--- src/rtl/seg7_pkg.sv ---
// Shared constants for seven-segment display users: segment codes, blanking
// values and digit index width.
package seg7_pkg;

  localparam int unsigned DIGIT_W    = 3;
  localparam int unsigned NUM_DIGITS = 8;

  localparam logic [7:0] SEG_OFF = 8'hFF;
  localparam logic [7:0] AN_OFF  = 8'hFF;

  // Active-low {dp,g,f,e,d,c,b,a}; dp kept off in every code.
  localparam logic [7:0] SEG_CODES [16] = '{
    8'hC0, 8'hF9, 8'hA4, 8'hB0, 8'h99, 8'h92, 8'h82, 8'hF8,
    8'h80, 8'h90, 8'h88, 8'h83, 8'hC6, 8'hA1, 8'h86, 8'h8E
  };

  function automatic logic [7:0] seg7_code(input logic [3:0] nibble);
    return SEG_CODES[nibble];
  endfunction

endpackage

--- src/rtl/hex_to_seg7.sv ---
// Combinational hex nibble to active-low seven-segment code (dp off).
module hex_to_seg7
  import seg7_pkg::*;
(
  input  logic [3:0] nibble,
  output logic [7:0] seg
);

  assign seg = seg7_code(nibble);

endmodule

--- src/rtl/seg7_scan_driver.sv ---
// Time-multiplexed 8-digit common-anode hex display driver with frame-latched
// data, per-slot blanking gap and optional leading-zero suppression.
module seg7_scan_driver
  import seg7_pkg::*;
#(
  parameter int unsigned DIV   = 100_000,
  parameter int unsigned BLANK = 1_000
) (
  input  logic        clk,
  input  logic        clr,
  input  logic [31:0] data,
  input  logic        blank_lz,
  output logic [7:0]  SEG,
  output logic [7:0]  AN,
  output logic        frame_done
);

  localparam int unsigned CNT_W = $clog2(DIV);
  localparam logic [CNT_W-1:0] CNT_MAX = CNT_W'(DIV - 1);
  localparam logic [DIGIT_W-1:0] DIGIT_MAX = DIGIT_W'(NUM_DIGITS - 1);

  logic [CNT_W-1:0]   cnt;
  logic [DIGIT_W-1:0] digit;
  logic [31:0]        shadow;

  logic       slot_end;
  logic       frame_end;
  logic       in_blank;
  logic       suppressed;
  logic [7:0] nz;
  logic [3:0] nibble;
  logic [7:0] seg_code;

  assign slot_end  = (cnt == CNT_MAX);
  assign frame_end = slot_end && (digit == DIGIT_MAX);
  assign in_blank  = (32'(cnt) < BLANK);
  assign nibble    = shadow[{digit, 2'b00} +: 4];

  always_comb begin
    nz = '0;
    for (int i = 0; i < int'(NUM_DIGITS); i++) begin
      nz[i] = (shadow[4*i +: 4] != 4'h0);
    end
  end

  // A digit is leading-zero iff it and every more-significant nibble is zero.
  assign suppressed = blank_lz && (digit != '0) && ((nz >> digit) == 8'h00);

  hex_to_seg7 u_decode (
    .nibble (nibble),
    .seg    (seg_code)
  );

  always_ff @(posedge clk) begin
    if (clr) begin
      cnt        <= '0;
      digit      <= '0;
      shadow     <= data;
      AN         <= AN_OFF;
      SEG        <= SEG_OFF;
      frame_done <= 1'b0;
    end else begin
      cnt        <= slot_end ? '0 : cnt + CNT_W'(1);
      frame_done <= frame_end;
      if (slot_end) begin
        digit <= digit + DIGIT_W'(1);
      end
      if (frame_end) begin
        shadow <= data;
      end
      if (in_blank || suppressed) begin
        AN  <= AN_OFF;
        SEG <= SEG_OFF;
      end else begin
        AN  <= ~(8'b1 << digit);
        SEG <= seg_code;
      end
    end
  end

endmodule
--- config.mk ---
export PLATFORM = sky130hd
export DESIGN_NAME = seg7_scan_driver
export DESIGN_NICKNAME = d
export VERILOG_FILES = /design/src/rtl/seg7_pkg.sv /design/src/rtl/hex_to_seg7.sv /design/src/rtl/seg7_scan_driver.sv
export SDC_FILE = /design/constraint.sdc
export NUM_CORES = 1
export LEC_CHECK = 0
export ABC_CLOCK_PERIOD_IN_PS = 2400
export BUFFER_PORTS_ARGS = -buffer_cell sky130_fd_sc_hd__clkbuf_2
export CORE_UTILIZATION = 50
export DETAILED_ROUTE_END_ITERATION = 8
export PLACE_DENSITY = 0.75
export RECOVER_POWER = 100
export SETUP_SLACK_MARGIN = 0.4
export SLEW_MARGIN = 15
export SYNTH_ARGS = -nofsm -noshare
export SYNTH_HDL_FRONTEND = slang
export SYNTH_SLANG_ARGS = --single-unit
--- constraint.sdc ---
create_clock -name clk -period 2.4 [get_ports clk]
set_clock_uncertainty 0.1 [all_clocks]
set_input_delay 0.6 -clock clk [delete_from_list [all_inputs] [get_ports clk]]
set_output_delay 0.6 -clock clk [all_outputs]
set_load 0.02 [all_outputs]
==> key figures, run 1 <==
Placed design
  – Port Buffers: 50
  – Placer Congestion: approximately 0.8
  – Detailed placement HPWL: between 3000 and 4000 µm
  – Post-DP Area: between 0.003 and 0.004 mm²

Cells and area
  – Multi-input gate area: 0.00139 mm²
  – Final Util: between 60% and 70%
  – Reg area: 0.00169 mm²
  – P&R area growth vs syn: 28.1%
  – Fillers: between 400 and 500
  – N_diodes: 0
  – Share of cells above drive strength 1: roughly 36%
  – Final Cell Area: about 0.0039 mm²
  – Nets: 366

Routing
  – Per-cell routed wire length: 16.1 µm
  – Via/cell ratio: between 5 and 6
  – DRT Wirelength: 6380 µm
  – Initial DRT Pass Iterations: 4
  – Detailed-route via count: 2,112
  – Drt drc: 0
  – Post-DRT Antenna Nets: 0
  – Starting DRT DRC Count: about 110

Setup path
  – Crit Path Class: reg2reg
  – CP Buf/Inv Count: 0
  – Critical path fanouts, max: 6
  – WP data arrival: about 2.3 ns
  – Worst Path Required: 2.53 ns
  – CP Cell Sequence: mux4_2 > mux2_4 > ha_1 > or3b_4 > o221ai_2 > nand2_1
  – Crit path capture type: flop
  – CP Launch Type: flop
  – Critical path's slowest cell: mux4_2
  – CP max stage delay: 0.51 ns
  – Critical path's top delay family: multiplexers

Job
  – Max_cap viols: 0

Power and ir drop
  – Pwr Total: about 2.5 mW
  – Leakage: roughly 1.4 nW
  – Peak VDD IR: between 0.5 and 0.6 mV
  – Power Dens Cells: approximately 660 mW/mm²

CTS
  – CTS Buffer Depth: 2
  – Clock transition at the registers of the reported paths: approximately 0.080 ns
  – # H-tree levels: 3
  – TritonCTS Buffers: 9
  – CTS tree: done
  – Hold buffer count at CTS: 0
  – Clk Tree Root Cell: clkbuf_8
  – Clk_lat worst skew: between 0.3 and 0.4 ns
  – Clock sinks: about 70

Floorplan
  – Die X: between 70 and 80 µm
  – Row count: 27
  – Die area: between 0.006 and 0.007 mm²
  – Top Ports: 52
  – Core area: 0.00568 mm²
  – Chip height: between 70 and 80 µm
  – Starting Density: 53.2%

Timing
  – Period utilisation layout: about nine tenths
  – Hold Fails Final Rpt: 0
  – Worst Tran Pin Value: between 0.5 and 0.6 ns
  – Setup_tns: 0 ns
  – RSZ-0062 raised after global routing: true
  – Final Setup Violations: 0
  – Hold slack: approximately 0.33 ns
  – Fin crit period: around 2.2 ns
  – FMAX: around 460 MHz
  – Relative slew slack: approximately two thirds
  – Final Max Tran Viols: 0

Yosys
  – Fraction of the mapped netlist area in adder cells: under 10%
  – Yosys reg bits: between 60 and 70
  – Mux share of post-synthesis cell area: 10.7%
  – Mapped Cells: ~240
  – Most used DFF post-synth: dfxtp_1
  – Post-synth ARST share: 0%
  – Xor and xnor area share after synthesis: approximately 5%
  – Synth area leader: edfxtp_1
  – Avg Cell Area, Syn: around 12 µm²
  – Area share of the largest cell type after synthesis: a little under a third
  – Compound-cell area share of the yosys netlist: 4.89%
  – Post-synth EDFFs: 32
  – Synthesized area: approximately 0.0030 mm²
  – Main combinational cell family by area after synthesis: simple AND/OR/NAND/NOR gates
  – Post-synth cell types: approximately 50
  – Post-synthesis simple-gate area fraction: 13.9%
  – Syn Nets: 290
  – Top post-synthesis cells by area: edfxtp_1 32%, dfxtp_1 24%, ha_1 5.4%, mux4_1 4.4%, nor2_1 3.4%
  – Ys Warns: 0
  – Sequential share of the synthesized area: between 50% and 60%

Global route
  – Grt ovf: 0
  – Initial antenna violation count: 0
  – Largest net degree at the start of global routing: 18
  – Number of global-route vias before repair: approximately 1,900
  – Total GRT Usage: 20.0%
  – First-pass GRT wire length: 9220 µm

Run status
  – Outcome: finished clean

Worst hold path
  – HP Class: in2reg
timing repair:
action | in CTS | in global routing
pin swaps | 6 | 11
resized for setup | 19 | 31
buffers inserted | 10 | 8
endpoints found under the setup margin | 49 | 65
cloned | 2 | 1
layer usage:
metal / global-route usage (%) / wire (µm) / vias to the layer above / part of all wire [%]
li1: - / - / 1033 / -
met1: 26.8 / 2930 / 999 / 46
met2: 29.8 / 3000 / 73 / 47
met3: 5.37 / 349 / 7 / 5.5
met4: 9.82 / 106 / 0 / 1.7
met5: 0 / 0 / - / 0
cell type report:
type                            instances  share of cell area, %
Clock buffer                            9                   3.20
Clock inverter                          7                   2.98
Inverter                               11                   1.23
Multi-Input combinational cell        155                   35.9
Sequential cell                        68                   43.7
Tap cell                               72                   2.33
Timing Repair Buffer                   73                   10.7
power breakdown:
group	internal [mW]	total (mW)	switching [mW]
clock network	0.686	1.12	0.435
registers	1.25	1.27	0.0243
logic	0.0740	0.148	0.0741
total	2.01	2.54	0.533
cell usage in the layout, fill, tap and decap left out, types with 5 or more instances in the layout:
cell and n:
clkbuf_2 34, xor2_1 7, nor2_1 27, nand3_1 10, mux4_2 8, buf_4 12
nor3_1 5, clkbuf_1 19, edfxtp_1 32, mux2i_1 5, ha_1 10, buf_6 6
clkbuf_8 9, nand2_1 11, inv_1 7, dfxtp_1 34, xnor2_1 10
final timing paths:
path | end | from | depth (start not counted) | slack [ns]
worst min register to register | cnt[0] | cnt[0] | 1 | 0.38
worst max-delay path | SEG[0] | digit[0] | 6 | 0.22
worst max register to register | SEG[0] | digit[0] | 6 | 0.22
worst min-delay path | shadow[4] | data[4] | 1 | 0.33
flip-flops by register name (all words and copies together), names as in the netlist:
register,cells
digit,3
shadow,32
cnt,17
AN,8
SEG,7
frame_done,1
cells by family after synthesis:
group,Yosys count
simple gates,85
flops,68
buf+inv,22
compound gates,19
xor+xnor,17
mux,17
fa+ha+maj,13
other cells,1
Yosys cell counts, types with 5 or more instances:
library cell	count
dfxtp_1	36
mux2i_1	5
edfxtp_1	32
nand3_1	13
nor3_1	5
nor2_1	27
nor4_1	8
ha_1	13
xor2_1	7
mux4_1	5
xnor2_1	10
inv_1	9
nand2_1	12
per-stage QoR:
| stage | setup slack, ns | instances |
|---|---|---|
| floorplan | 0.187 | 242 |
| global placement | 0.115 | 358 |
| detailed placement | 0.0693 | 358 |
| CTS | 0.309 | 386 |
| global route | 0.115 | 395 |
| finish | 0.224 | 395 |
No activity file was read; power rests on OpenSTA's default activity.
==> inputs of run 2 (changes only) <==
--- a/config.mk
+++ b/config.mk
@@ -5,12 +5,12 @@
 export SDC_FILE = /design/constraint.sdc
 export NUM_CORES = 1
 export LEC_CHECK = 0
-export ABC_CLOCK_PERIOD_IN_PS = 2400
 export BUFFER_PORTS_ARGS = -buffer_cell sky130_fd_sc_hd__clkbuf_2
 export CORE_UTILIZATION = 50
 export DETAILED_ROUTE_END_ITERATION = 8
 export PLACE_DENSITY = 0.75
 export RECOVER_POWER = 100
+export REMOVE_ABC_BUFFERS = 1
 export SETUP_SLACK_MARGIN = 0.4
 export SLEW_MARGIN = 15
 export SYNTH_ARGS = -nofsm -noshare
==> key figures, run 2 (synthesis results as in run 1) <==
Run status
  – Outcome: finished clean (unchanged)

Cells and area
  – N_diodes: 0 (unchanged)
  – Max reg flops: 32 (unchanged)
  – Share of cells above drive strength 1: 35.8% (was 35.9%)
  – Most common cell after layout, fill and taps aside: clkbuf_2
  – Most frequent cells in the layout: 34 x clkbuf_2, 32 x dfxtp_1, 32 x edfxtp_1, 27 x nor2_1, 19 x clkbuf_1 (was 34 x dfxtp_1, 34 x clkbuf_2, 32 x edfxtp_1, 27 x nor2_1, 19 x clkbuf_1)
  – Largest Register: shadow (unchanged)
  – P&R area growth vs syn: 27.6% (was 28.1%)
  – Finished Layout Cells: 399 (was 395)
  – Nets: 370 (was 366)
  – Regs by FF count: shadow (32), cnt (17), AN (8) (unchanged)

Timing
  – Period utilisation layout: 89.8% (was 90.7%)
  – Fin crit period: 2.16 ns (was 2.18 ns)
  – Final Max Tran Viols: 0 (unchanged)
  – RSZ-0062 raised after global routing: true (unchanged)
  – FMAX: 464 MHz (was 459 MHz)
  – Final Setup Violations: 0 (unchanged)
  – Final setup margin: 0.244 ns (was 0.224 ns)
  – Hold slack: 0.327 ns (was 0.328 ns)
  – Hold Fails Final Rpt: 0 (unchanged)
  – Setup_tns: 0 ns (unchanged)

Setup path
  – CP Cell Sequence: buf_6 > buf_6 > mux4_2 > mux2i_4 > buf_6 > mux2i_2 > o221ai_2 (was mux4_2 > mux2_4 > ha_1 > or3b_4 > o221ai_2 > nand2_1)
  – Reg2Reg Depth: 7 (was 6)
  – WP data arrival: 2.29 ns (was 2.31 ns)
  – Crit Path Class: reg2reg (unchanged)
  – CP dominant cell by count: buf_6
  – Critical path's slowest cell: mux4_2 (unchanged)
  – CP Launch Type: flop (unchanged)
  – Critical path fanouts, max: 6 (unchanged)
  – CP max stage delay: 0.53 ns (was 0.51 ns)
  – Crit path capture type: flop (unchanged)
  – Worst Path Required: 2.53 ns (about the same)

Power and ir drop
  – Sw Pwr: 0.538 mW (was 0.533 mW)
  – Switching portion of total power: 22.9% (was 21.0%)
  – Peak VDD IR: 0.514 mV (was 0.542 mV)
  – Logic pwr share: 6.8% (was 5.8%)
  – Seq pwr share: 54.3% (was 50.1%)
  – Cell-internal power: 1.81 mW (was 2.01 mW)
  – Power Dens Cells: 609 mW/mm² (was 657 mW/mm²)
  – Leakage: 1.45 nW (about the same)
  – Clock network power share: 38.9% (was 44.1%)

Global route
  – Total GRT Usage: 19.4% (was 20.0%)
  – Grt ovf: 0 (unchanged)
  – Largest net degree at the start of global routing: 33 (was 18)
  – Number of global-route vias before repair: 1,982 (was 1,915)
  – First-pass GRT wire length: 9150 µm (was 9220 µm)
  – Initial antenna violation count: 0 (unchanged)

Floorplan
  – Row count: 27 (unchanged)
  – Chip height: 79.7 µm (unchanged)
  – Core area: 0.00568 mm² (unchanged)
  – Die X: 79.7 µm (unchanged)
  – Starting Density: 53.2% (unchanged)
  – Top Ports: 52 (unchanged)
  – Die area: 0.00635 mm² (unchanged)

Job
  – Max_cap viols: 0 (unchanged)

Routing
  – Detailed-route via count: 2,132 (was 2,112)
  – Starting DRT DRC Count: 146 (was 112)
  – Per-cell routed wire length: 15.4 µm (was 16.1 µm)
  – Drt drc: 0 (unchanged)
  – Via/cell ratio: 5.34 (was 5.35)
  – Initial DRT Pass Iterations: 5 (was 4)
  – Post-DRT Antenna Nets: 0 (unchanged)
  – DRT Wirelength: 6150 µm (was 6380 µm)

Worst hold path
  – HP Class: in2reg (unchanged)
  – Hold path cells: 1 (unchanged)

CTS
  – # H-tree levels: 3 (unchanged)
  – TritonCTS Buffers: 9 (unchanged)
  – Clock sinks: 68 (unchanged)
  – Clk_lat worst skew: 0.34 ns (was 0.35 ns)
  – CTS Buffer Depth: 2 (unchanged)
  – Clock transition at the registers of the reported paths: 0.08 ns (about the same)
  – Hold buffer count at CTS: 0 (unchanged)
  – Clk Tree Root Cell: clkbuf_8 (unchanged)
  – CTS tree: done (unchanged)

Placed design
  – Detailed placement HPWL: 3900 µm (was 3720 µm)
  – Port Buffers: 50 (unchanged)
  – Placed Cells: 367 (was 358)
  – Placer Congestion: 0.802 (was 0.815)
  – Setup slack after placement: -0.0211 ns (was 0.0693 ns)
-- run 2: area by class of cell --
class	count	area (µm²)
Fill cell	429	1820
Sequential cell	68	1690
Timing Repair Buffer	80	520
Tap cell	72	90.1
Multi-Input combinational cell	152	1320
Clock inverter	7	67.6
Clock buffer	9	124
Inverter	11	41.3
-- run 2: repair_timing --
item / CTS / global route
gates resized for setup: 23 / 30
setup buffers: 8 / 6
pin swaps: 7 / 8
gates cloned: 0 / 2
endpoints found under the setup margin: 15 / 64
-- run 2: through the flow --
step                      cell area (µm²)  total power, mW  util (%)
after floorplan                      2930             1.36         -
after global placement               3390             1.42      59.7
after detailed placement             3390             1.42      59.7
after CTS                            3690             2.33      65.0
after global routing                 3850             2.41      67.9
final                                3850             2.35      67.9
-- run 2: worst paths after layout --
kind                  from         to  slack (ns)
setup / recovery  digit[0]     SEG[6]        0.24
hold / removal     data[9]  shadow[9]        0.33
setup reg to reg  digit[0]     SEG[6]        0.24
hold reg to reg     cnt[0]     cnt[0]        0.33
-- run 2: power by group through the flow --
| stage | Sequential, mW | Clock [mW] | Combinational (mW) |
|---|---|---|---|
| final | 1.27 | 0.912 | 0.160 |
| after global routing | 1.28 | 0.964 | 0.174 |
| after CTS | 1.27 | 0.923 | 0.135 |
| after detailed placement | 1.30 | 0 | 0.125 |
| after global placement | 1.30 | 0 | 0.121 |
| after floorplan | 1.29 | 0 | 0.0685 |
-- run 2: worst max-delay path: cells and delay by family (launching register included) --
family	cells	cell delay (ns)
compound gates	1	0.12
flops	1	0.41
buf+inv	3	0.39
mux	3	1.01
-- run 2: routing by layer --
metal  global-route usage [%]  share of wire [%]
met2                     30.9                 49
met4                     11.6                2.5
met3                     2.97                4.8
met5                        0                  0
met1                     24.8                 44
